File: config.mk
export PLATFORM = sky130hd
export DESIGN_NAME = alu_issue
export DESIGN_NICKNAME = d
export VERILOG_FILES = /design/src/rtl/alu_issue.sv
export SDC_FILE = /design/constraint.sdc
export NUM_CORES = 1
export LEC_CHECK = 0
export ABC_AREA = 1
export BUFFER_PORTS_ARGS = -buffer_cell sky130_fd_sc_hd__buf_2
export CORE_ASPECT_RATIO = 0.6
export CORE_MARGIN = 2
export CORE_UTILIZATION = 55
export CTS_CLUSTER_DIAMETER = 60
export CTS_CLUSTER_SIZE = 30
export DETAILED_ROUTE_END_ITERATION = 12
export PLACE_DENSITY = 0.88
export SYNTH_ARGS = -nofsm -noshare
export SYNTH_HDL_FRONTEND = slang
export SYNTH_SLANG_ARGS = --single-unit
File: constraint.sdc
create_clock -name clk -period 3.67 [get_ports clk]
set_input_delay 0.367 -clock clk [delete_from_list [all_inputs] [get_ports clk]]
set_output_delay 0.367 -clock clk [all_outputs]
set_load 0.03 [all_outputs]
File: src/rtl/alu_issue.sv
// alu_issue: registered ID/EX issue stage feeding the single-cycle ALU.
// Decodes a MIPS word plus register read values into ALU control, operands
// and write-back destination, held in a valid/ready register with stall and
// flush, and counts completed output handshakes.
module alu_issue (
  input  logic        clk,
  input  logic        reset,
  input  logic        in_valid,
  output logic        in_ready,
  input  logic [31:0] instr,
  input  logic [31:0] rs_data,
  input  logic [31:0] rt_data,
  input  logic        flush,
  output logic        out_valid,
  input  logic        out_ready,
  output logic [5:0]  ALUFun,
  output logic        Sign,
  output logic [31:0] inA,
  output logic [31:0] inB,
  output logic [4:0]  dest,
  output logic        wr_en,
  output logic        illegal,
  output logic [31:0] issue_count
);

  localparam logic [5:0] FUN_ADD = 6'b000000;
  localparam logic [5:0] FUN_SUB = 6'b000001;
  localparam logic [5:0] FUN_AND = 6'b011000;
  localparam logic [5:0] FUN_OR  = 6'b011110;
  localparam logic [5:0] FUN_XOR = 6'b010110;
  localparam logic [5:0] FUN_NOR = 6'b010001;
  localparam logic [5:0] FUN_SLL = 6'b100000;
  localparam logic [5:0] FUN_SRL = 6'b100001;
  localparam logic [5:0] FUN_SRA = 6'b100011;
  localparam logic [5:0] FUN_EQ  = 6'b110010;
  localparam logic [5:0] FUN_NEQ = 6'b110000;
  localparam logic [5:0] FUN_LT  = 6'b110100;
  localparam logic [5:0] FUN_LEZ = 6'b111100;
  localparam logic [5:0] FUN_GTZ = 6'b111110;

  logic [5:0]  op, funct;
  logic [4:0]  shamt, rt, rd;
  logic [15:0] imm;
  logic [31:0] imm_se, imm_ze, shamt_ze;

  logic [5:0]  d_fun;
  logic        d_sign, d_wr, d_ill;
  logic [31:0] d_a, d_b;
  logic [4:0]  d_dest;

  logic load, consume;

  // The rs index field is not needed: rs_data arrives already read.
  logic unused_rs;
  assign unused_rs = ^instr[25:21];

  assign op       = instr[31:26];
  assign funct    = instr[5:0];
  assign shamt    = instr[10:6];
  assign rt       = instr[20:16];
  assign rd       = instr[15:11];
  assign imm      = instr[15:0];
  assign imm_se   = {{16{imm[15]}}, imm};
  assign imm_ze   = {16'b0, imm};
  assign shamt_ze = {27'b0, shamt};

  // Flush blocks input that cycle; otherwise accept whenever the slot frees up.
  assign in_ready = ~flush & (~out_valid | out_ready);
  assign load     = in_valid & in_ready;
  assign consume  = out_valid & out_ready;

  // Combinational decode; anything unrecognised falls out as an illegal bubble.
  always_comb begin
    d_fun  = FUN_ADD;
    d_sign = 1'b0;
    d_a    = 32'b0;
    d_b    = 32'b0;
    d_dest = 5'b0;
    d_wr   = 1'b0;
    d_ill  = 1'b1;
    case (op)
      6'h00: begin
        d_dest = rd;
        d_wr   = 1'b1;
        d_a    = rs_data;
        d_b    = rt_data;
        d_ill  = 1'b0;
        case (funct)
          6'h20: d_sign = 1'b1;
          6'h21: d_sign = 1'b0;
          6'h22: begin d_fun = FUN_SUB; d_sign = 1'b1; end
          6'h23: d_fun = FUN_SUB;
          6'h24: d_fun = FUN_AND;
          6'h25: d_fun = FUN_OR;
          6'h26: d_fun = FUN_XOR;
          6'h27: d_fun = FUN_NOR;
          6'h2A: begin d_fun = FUN_LT; d_sign = 1'b1; end
          6'h2B: d_fun = FUN_LT;
          6'h00: begin d_fun = FUN_SLL; d_a = shamt_ze; end
          6'h02: begin d_fun = FUN_SRL; d_a = shamt_ze; end
          6'h03: begin d_fun = FUN_SRA; d_a = shamt_ze; end
          6'h04: d_fun = FUN_SLL;
          6'h06: d_fun = FUN_SRL;
          6'h07: d_fun = FUN_SRA;
          default: begin
            d_dest = 5'b0;
            d_wr   = 1'b0;
            d_a    = 32'b0;
            d_b    = 32'b0;
            d_ill  = 1'b1;
          end
        endcase
      end
      6'h08, 6'h09, 6'h0A, 6'h0B: begin
        d_dest = rt;
        d_wr   = 1'b1;
        d_a    = rs_data;
        d_b    = imm_se;
        d_ill  = 1'b0;
        d_fun  = op[1] ? FUN_LT : FUN_ADD;
        d_sign = ~op[0];
      end
      6'h0C, 6'h0D, 6'h0E: begin
        d_dest = rt;
        d_wr   = 1'b1;
        d_a    = rs_data;
        d_b    = imm_ze;
        d_ill  = 1'b0;
        d_fun  = (op == 6'h0C) ? FUN_AND : (op == 6'h0D) ? FUN_OR : FUN_XOR;
      end
      6'h0F: begin
        // LUI is a left shift of the zero-extended immediate by 16.
        d_dest = rt;
        d_wr   = 1'b1;
        d_a    = 32'd16;
        d_b    = imm_ze;
        d_ill  = 1'b0;
        d_fun  = FUN_SLL;
      end
      6'h04, 6'h05, 6'h06, 6'h07: begin
        d_sign = 1'b1;
        d_a    = rs_data;
        d_ill  = 1'b0;
        case (op[1:0])
          2'd0:    begin d_fun = FUN_EQ;  d_b = rt_data; end
          2'd1:    begin d_fun = FUN_NEQ; d_b = rt_data; end
          2'd2:    d_fun = FUN_LEZ;
          default: d_fun = FUN_GTZ;
        endcase
      end
      default: ;
    endcase
  end

  // Pipeline register: reset clears payload, flush only invalidates.
  always_ff @(posedge clk) begin
    if (reset) begin
      out_valid <= 1'b0;
      ALUFun    <= 6'b0;
      Sign      <= 1'b0;
      inA       <= 32'b0;
      inB       <= 32'b0;
      dest      <= 5'b0;
      wr_en     <= 1'b0;
      illegal   <= 1'b0;
    end else if (flush) begin
      out_valid <= 1'b0;
    end else if (load) begin
      out_valid <= 1'b1;
      ALUFun    <= d_fun;
      Sign      <= d_sign;
      inA       <= d_a;
      inB       <= d_b;
      dest      <= d_dest;
      wr_en     <= d_wr;
      illegal   <= d_ill;
    end else if (consume) begin
      out_valid <= 1'b0;
    end
  end

  // Count output handshakes, including one that completes during a flush.
  always_ff @(posedge clk) begin
    if (reset) begin
      issue_count <= 32'b0;
    end else if (consume) begin
      issue_count <= issue_count + 32'd1;
    end
  end

endmodule

==> results of run 1 <==
[Yosys cell counts, drive strengths merged, types with 2 or more instances]
library cell / n
dfxtp: 111
inv: 64
xor2: 4
nor3: 18
nor3b: 6
o211ai: 3
o21ai: 28
nor4: 2
ha: 6
nand3b: 3
nand3: 163
clkbuf: 20
nand4: 11
nand2: 227
a21oi: 113
nor2: 69
buf: 29
a211oi: 3
o21a: 2
[power by group through the flow]
stage	Clock, mW	Sequential [mW]	Combinational [mW]
5_1_grt	1.04	1.22	0.294
2_1_floorplan	0	1.26	0.150
3_3_place_gp	0	1.24	0.262
3_5_place_dp	0	1.24	0.265
4_1_cts	0.990	1.22	0.266
6_report	0.976	1.22	0.270
[critical path: cells and delay by family]
| family | cells | cell delay (ns) |
|---|---|---|
| AO/OA/AOI/OAI | 1 | 0.16 |
| adder cells (fa/ha/maj) | 1 | 0.22 |
| buffers and inverters | 4 | 1.00 |
| AND/OR/NAND/NOR | 6 | 0.95 |
[stage by stage]
step           utilization (%)  cell area [sq um]  instances
2_1_floorplan                -               6070        886
3_3_place_gp              66.2               7060       1189
3_5_place_dp              66.2               7060       1189
4_1_cts                   68.8               7340       1203
5_1_grt                   68.8               7340       1203
6_report                  68.8               7340       1203
[layer usage]
layer	vias to the layer above	share of wire [%]	GRT usage [%]
met4	0	1.5	6.36
met3	24	11	8.07
met1	3069	45	42.9
met2	355	42	43.7
li1	3292	-	-
met5	-	0	0
[state kept, by name, summed over array words and instances (netlist names)]
signal       flops
inA             32
inB             32
issue_count     32
ALUFun           6
dest             5
Sign             1
illegal          1
out_valid        1
wr_en            1
[cells by family (layout without fill, tap and decap cells)]
logic type,after synthesis,count (layout)
and+or+nand+nor,500,500
AOI/OAI and AO/OA,151,151
buffers and inverters,113,291
DFF,111,111
adders and majority gates,6,6
xor gates and xnor gates,5,5
[layout make-up]
type / count / area [sq um]
clock buffers: 9 / 225
clock inverters: 5 / 57.6
fillers: 957 / 3330
inverters: 64 / 240
multi-input cells: 662 / 3340
flip-flops and latches: 111 / 2220
well taps: 139 / 174
repair buffers: 213 / 1080
[how the worst max path moves through the flow]
stage / slack, ns / end / cells past startpoint / from
after CTS: 1.27 / inA[30] / 12 / instr[26]
final: 1.21 / inA[30] / 12 / instr[26]
after detailed placement: 0.92 / inA[30] / 12 / instr[26]
after floorplan: 1.68 / inA[12] / 10 / out_valid
after global placement: 0.97 / inA[24] / 12 / instr[26]
after global routing: 0.96 / inA[13] / 12 / instr[26]
==> results by group, run 1 <==
Routing
  – Routed Antenna Nets: 0
  – Via-per-instance ratio: 5.60
  – DRT Wirelength: roughly 18,000 microns
  – Post-DR wirelength/cell: 14.9 microns
  – DRC Markers: 0
  – DR pass1 iterations: 5
  – 1st-iter DRT viols: 642
  – Via count: 6,740

Worst setup path
  – Setup crit start kind: input port
  – Classification of the worst setup path: input port to flop
  – Slowest cell on the critical path: inv_2
  – Critical Path, Cell by Cell: buf_2, inv_1, ha_1, nor2_1, nand3_2, nand3_2, inv_2, nor2_1, nand3b_2, buf_4, nand3_1, a21oi_1
  – FF-to-FF path depth: 9
  – Endpoint class of the critical path: flop
  – Reg2reg end: ALUFun[2]
  – Worst reg2reg setup slack: 1.51 ns
  – R2R Path Start: out_valid
  – Crit path max fanout: 32
  – Crit path DAT: approximately 2.7 ns
  – Critical Path RT: 3.93 ns
  – Crit path largest cell delay: 0.42 ns

Place
  – IO Port Bufs: 207
  – Placer Congestion: 0.912
  – Dpl hpwl: 12,900 microns
  – DP Worst Slack: around 0.92 ns

Synth
  – Post-synth top area share: a little over a third
  – Mux contribution to synthesized area: 0%
  – Post-synth EDFFs: 0
  – Synth Area in XOR/XNOR: 0.721%
  – Synthesized flop and latch total: 111
  – Complex-gate fraction of the synthesized area: 14.1%
  – Synth Flop Type: dfxtp_1
  – Largest family of logic cells by synthesized area: simple AND/OR/NAND/NOR gates
  – Syn Inst Count: 886
  – Simple-gate share of the synthesized area: 38.9%
  – Seq/Total Area, Yosys: around 37%
  – Synth Net Count: 993
  – Average cell area after synthesis: about 6.9 sq um
  – Top cell type by total area after synthesis: dfxtp_1
  – Post-Syn Area: 0.00607 sq mm
  – Synth area leaders: dfxtp_1 (37%), nand2_1 (14%), nand3_1 (11%)
  – Yosys warns: 0
  – Synth cell types: 35
  – Ys async rst share: 0%
  – Adder-cell share of the synthesized area: 1.24%

Pwr
  – Cell Int Power: 1.82 mW
  – Psw: 645 uW
  – Sequential power share: approximately half
  – Combinational power share: 11.0%
  – Power density over the cells: 335 mW/mm^2
  – Pwr Total: 2.46 mW
  – Clock power share: 39.6%
  – Switching share of power: between 20% and 30%
  – Leak: 3.17 nW
  – VDD IR max: 239 uV

STA
  – Final Skew: 0.00683 ns
  – TNS Setup: 0 ns
  – Worst slew pin tran: 0.931 ns
  – Fmax: 0.407 GHz
  – Endpoints failing setup: 0
  – Rel. slew slack: 37.7%
  – Final worst setup slack: 1.21 ns
  – Period utilisation layout: about two thirds
  – Fin. Hold Viols: 0
  – RSZ-0062 raised after global routing: false
  – Post-route minimum period: approximately 2.5 ns
  – Hold_ws: a little under 0.2 ns
  – Max-slew violations: 0

Cells and area
  – Area growth from synthesis to layout: 20.9%
  – Diodes inserted: 0
  – Nets@finish: 1,168
  – Most frequent cells in the layout: nand2_1 (222), buf_2 (206), nand3_1 (138), dfxtp_1 (111), a21oi_1 (93)
  – Commonest non-fill, non-tap cell in the layout: nand2_1
  – Layout cells sized above 1: 28.1%

Die
  – Row Count: 29
  – Core Box Area: 0.0107 sq mm
  – Die Wd: 140 microns
  – Die Area: 0.0119 sq mm
  – # IOs: around 210
  – Initial core utilization: around 57%
  – Die Height: 85.4 microns

Global route
  – Number of global-route vias before repair: 5,789
  – Largest net degree at the start of global routing: 58
  – Grt total ovfl: 0
  – Gr usage total: 29.5%
  – Initial antenna violation count: 0
  – Global-route wire length before repair: 28,800 microns

Min path
  – Min-Delay Path Class: input port to flop
  – WHS Endpoint: out_valid
  – Min-delay src: flush
  – WHS Path Cells: 2

Clocking
  – Worst-Skew Late Latency: around 0.34 ns
  – CTS tree: built
  – Clk root buf: clkbuf_16
  – Hold Buf Count CTS: 0
  – Resized Gates After CTS: 0
  – Total CTS buffers: 9
  – Clock slew at reported path FFs: 0.07 ns
  – Postcts setup bufs: 0
  – CTS max path bufs: 2
  – CTS H-tree depth: 3
  – Sink Count: 111

Run status
  – Status: completed

Flow run
  – Max-cap violations: 0
Note: power is estimated with default switching activity, not from simulation.
==> inputs of run 2 (changes only) <==
--- a/config.mk
+++ b/config.mk
@@ -9,11 +9,11 @@
 export BUFFER_PORTS_ARGS = -buffer_cell sky130_fd_sc_hd__buf_2
 export CORE_ASPECT_RATIO = 0.6
 export CORE_MARGIN = 2
-export CORE_UTILIZATION = 55
+export CORE_UTILIZATION = 46
 export CTS_CLUSTER_DIAMETER = 60
 export CTS_CLUSTER_SIZE = 30
 export DETAILED_ROUTE_END_ITERATION = 12
-export PLACE_DENSITY = 0.88
+export PLACE_DENSITY = 0.78
 export SYNTH_ARGS = -nofsm -noshare
 export SYNTH_HDL_FRONTEND = slang
 export SYNTH_SLANG_ARGS = --single-unit
==> constraint.sdc (replaced) <==
create_clock -name clk -period 2.1 [get_ports clk]
set_input_delay 0.21 -clock clk [delete_from_list [all_inputs] [get_ports clk]]
set_output_delay 0.21 -clock clk [all_outputs]
set_load 0.03 [all_outputs]
==> results by group, run 2 (synthesis gave the netlist of run 1 again) <==
Cells and area
  – Most frequent cells in the layout: nand2_1 (222), buf_2 (206), nand3_1 (138), dfxtp_1 (111), a21oi_1 (93)
  – Diodes inserted: 0
  – Layout cells sized above 1: 29.1%
  – Nets@finish: approximately 1.2k
  – Commonest non-fill, non-tap cell in the layout: nand2_1
  – Fillers: 1,280
  – Non-Filler Instances: 1,249
  – Final Instance Area: 0.00753 sq mm
  – Area growth from synthesis to layout: 24.1%
  – Largest regs: inA: 32 flops, inB: 32 flops, issue_count: 32 flops
  – Finished Core Util: 58.6%

Global route
  – Gr usage total: around a quarter
  – Largest net degree at the start of global routing: 94
  – Global-route wire length before repair: 29,600 microns
  – Grt total ovfl: 0
  – Number of global-route vias before repair: between 5k and 6k
  – Initial antenna violation count: 0

Routing
  – Routed Antenna Nets: 0
  – DRT Wirelength: 18,500 microns
  – DRC Markers: 0
  – Via count: 6,626
  – 1st-iter DRT viols: around 430
  – Post-DR wirelength/cell: 14.8 microns
  – Via-per-instance ratio: approximately 5.3
  – DR pass1 iterations: 5

STA
  – Worst slew pin tran: 0.614 ns
  – Rel. slew slack: slightly below 60%
  – Final Skew: ~0.012 ns
  – Hold_ws: 0.0409 ns
  – Fmax: slightly above 0.5 GHz
  – Fin. Hold Viols: 0
  – TNS Setup: 0 ns
  – Period utilisation layout: 93.1%
  – Post-route minimum period: 1.96 ns
  – Endpoints failing setup: 0
  – RSZ-0062 raised after global routing: false
  – Max-slew violations: 0

Die
  – Die Height: between 90 and 100 microns
  – Die Area: 0.0142 sq mm
  – Row Count: 32
  – # IOs: 213
  – Core Box Area: 0.0129 sq mm
  – Die Wd: 152 microns
  – Initial core utilization: about 47%

Clocking
  – Sink Count: about 110
  – Total CTS buffers: 9
  – Resized Gates After CTS: 0
  – Clk root buf: clkbuf_16
  – CTS max path bufs: 2
  – Worst-Skew Late Latency: between 0.3 and 0.4 ns
  – Clock slew at reported path FFs: 0.08 ns
  – CTS tree: built
  – Postcts setup bufs: 0
  – Hold Buf Count CTS: 0
  – CTS H-tree depth: 3

Worst setup path
  – Crit path largest cell delay: 0.42 ns
  – Classification of the worst setup path: flop to flop
  – Crit path max fanout: 5
  – Worst path top cell family by delay: simple AND/OR/NAND/NOR gates
  – Critical Path RT: ~2.3 ns
  – Endpoint class of the critical path: flop
  – CP dominant cell by count: nor2_1
  – Crit path DAT: 2.18 ns
  – Critical Path, Cell by Cell: ha_1, nand3_1, nor2_1, nand2_1, inv_1, nand3_1, nor2_1, nand2_1, xor2_1, nor2_1
  – Slowest cell on the critical path: dfxtp_1
  – Buf/Inv on CP: 1
  – Setup crit start kind: flop

Pwr
  – Leak: 3.25 nW
  – VDD IR max: around 380 uV
  – Power density over the cells: 570 mW/mm^2

Flow run
  – Max-cap violations: 0

Place
  – Cell Area, Placed: 0.00725 sq mm
  – IO Port Bufs: 207
  – Placer Congestion: 0.903
  – Placed Cells incl. Taps: 1,234
  – Dpl hpwl: 13,300 microns

Run status
  – Status: completed

Min path
  – Min-Delay Path Class: input port to flop
run 2: cell count changes in the layout (fill, tap and decap cells not counted):
cell	before	now
buf_12	0	4
bufinv_16	1	0
clkinvlp_4	0	1
clkbuf_8	0	1
buf_4	7	17
clkinv_2	2	1
inv_6	2	1
inv_8	0	1
clkinv_4	0	1
run 2: area by class of cell:
| type | instances | area, sq um | area share, % |
|---|---|---|---|
| Clock buffer | 10 | 239 | 3.17 |
| Clock inverter | 5 | 41.3 | 0.548 |
| Inverter | 64 | 240 | 3.19 |
| Multi-Input combinational cell | 662 | 3340 | 44.3 |
| Sequential cell | 111 | 2220 | 29.5 |
| Tap cell | 170 | 213 | 2.82 |
| Timing Repair Buffer | 227 | 1240 | 16.4 |
run 2: final timing paths:
kind / slack, ns / to / cells past startpoint / from
setup / recovery: 0.14 / issue_count[30] / 10 / issue_count[0]
hold / removal: 0.04 / out_valid / 2 / flush
setup reg to reg: 0.14 / issue_count[30] / 10 / issue_count[0]
hold reg to reg: 0.46 / ALUFun[5] / 2 / ALUFun[5]
run 2: report_power, final:
part	total (mW)	internal, mW	switching [mW]
Combinational	0.504	0.164	0.340
Clock	1.66	0.846	0.818
Sequential	2.13	2.12	0.00777
Total	4.29	3.13	1.17
run 2: per-layer routing:
metal / routed length (microns) / up-vias / global-route usage (%) / share of wire (%)
li1: - / 3333 / - / -
met1: 9020 / 3017 / 37.3 / 49
met2: 7740 / 257 / 38.1 / 42
met3: 1550 / 19 / 7.37 / 8.4
met4: 192 / 0 / 5.22 / 1.0
met5: 0 / - / 0 / 0
run 2: per-stage QoR:
stage               power, mW  worst slack, ns
floorplan                2.47            0.107
global placement         2.67           0.0410
detailed placement       2.68          -0.0297
CTS                      4.34            0.204
global route             4.47           0.0269
finish                   4.29            0.144
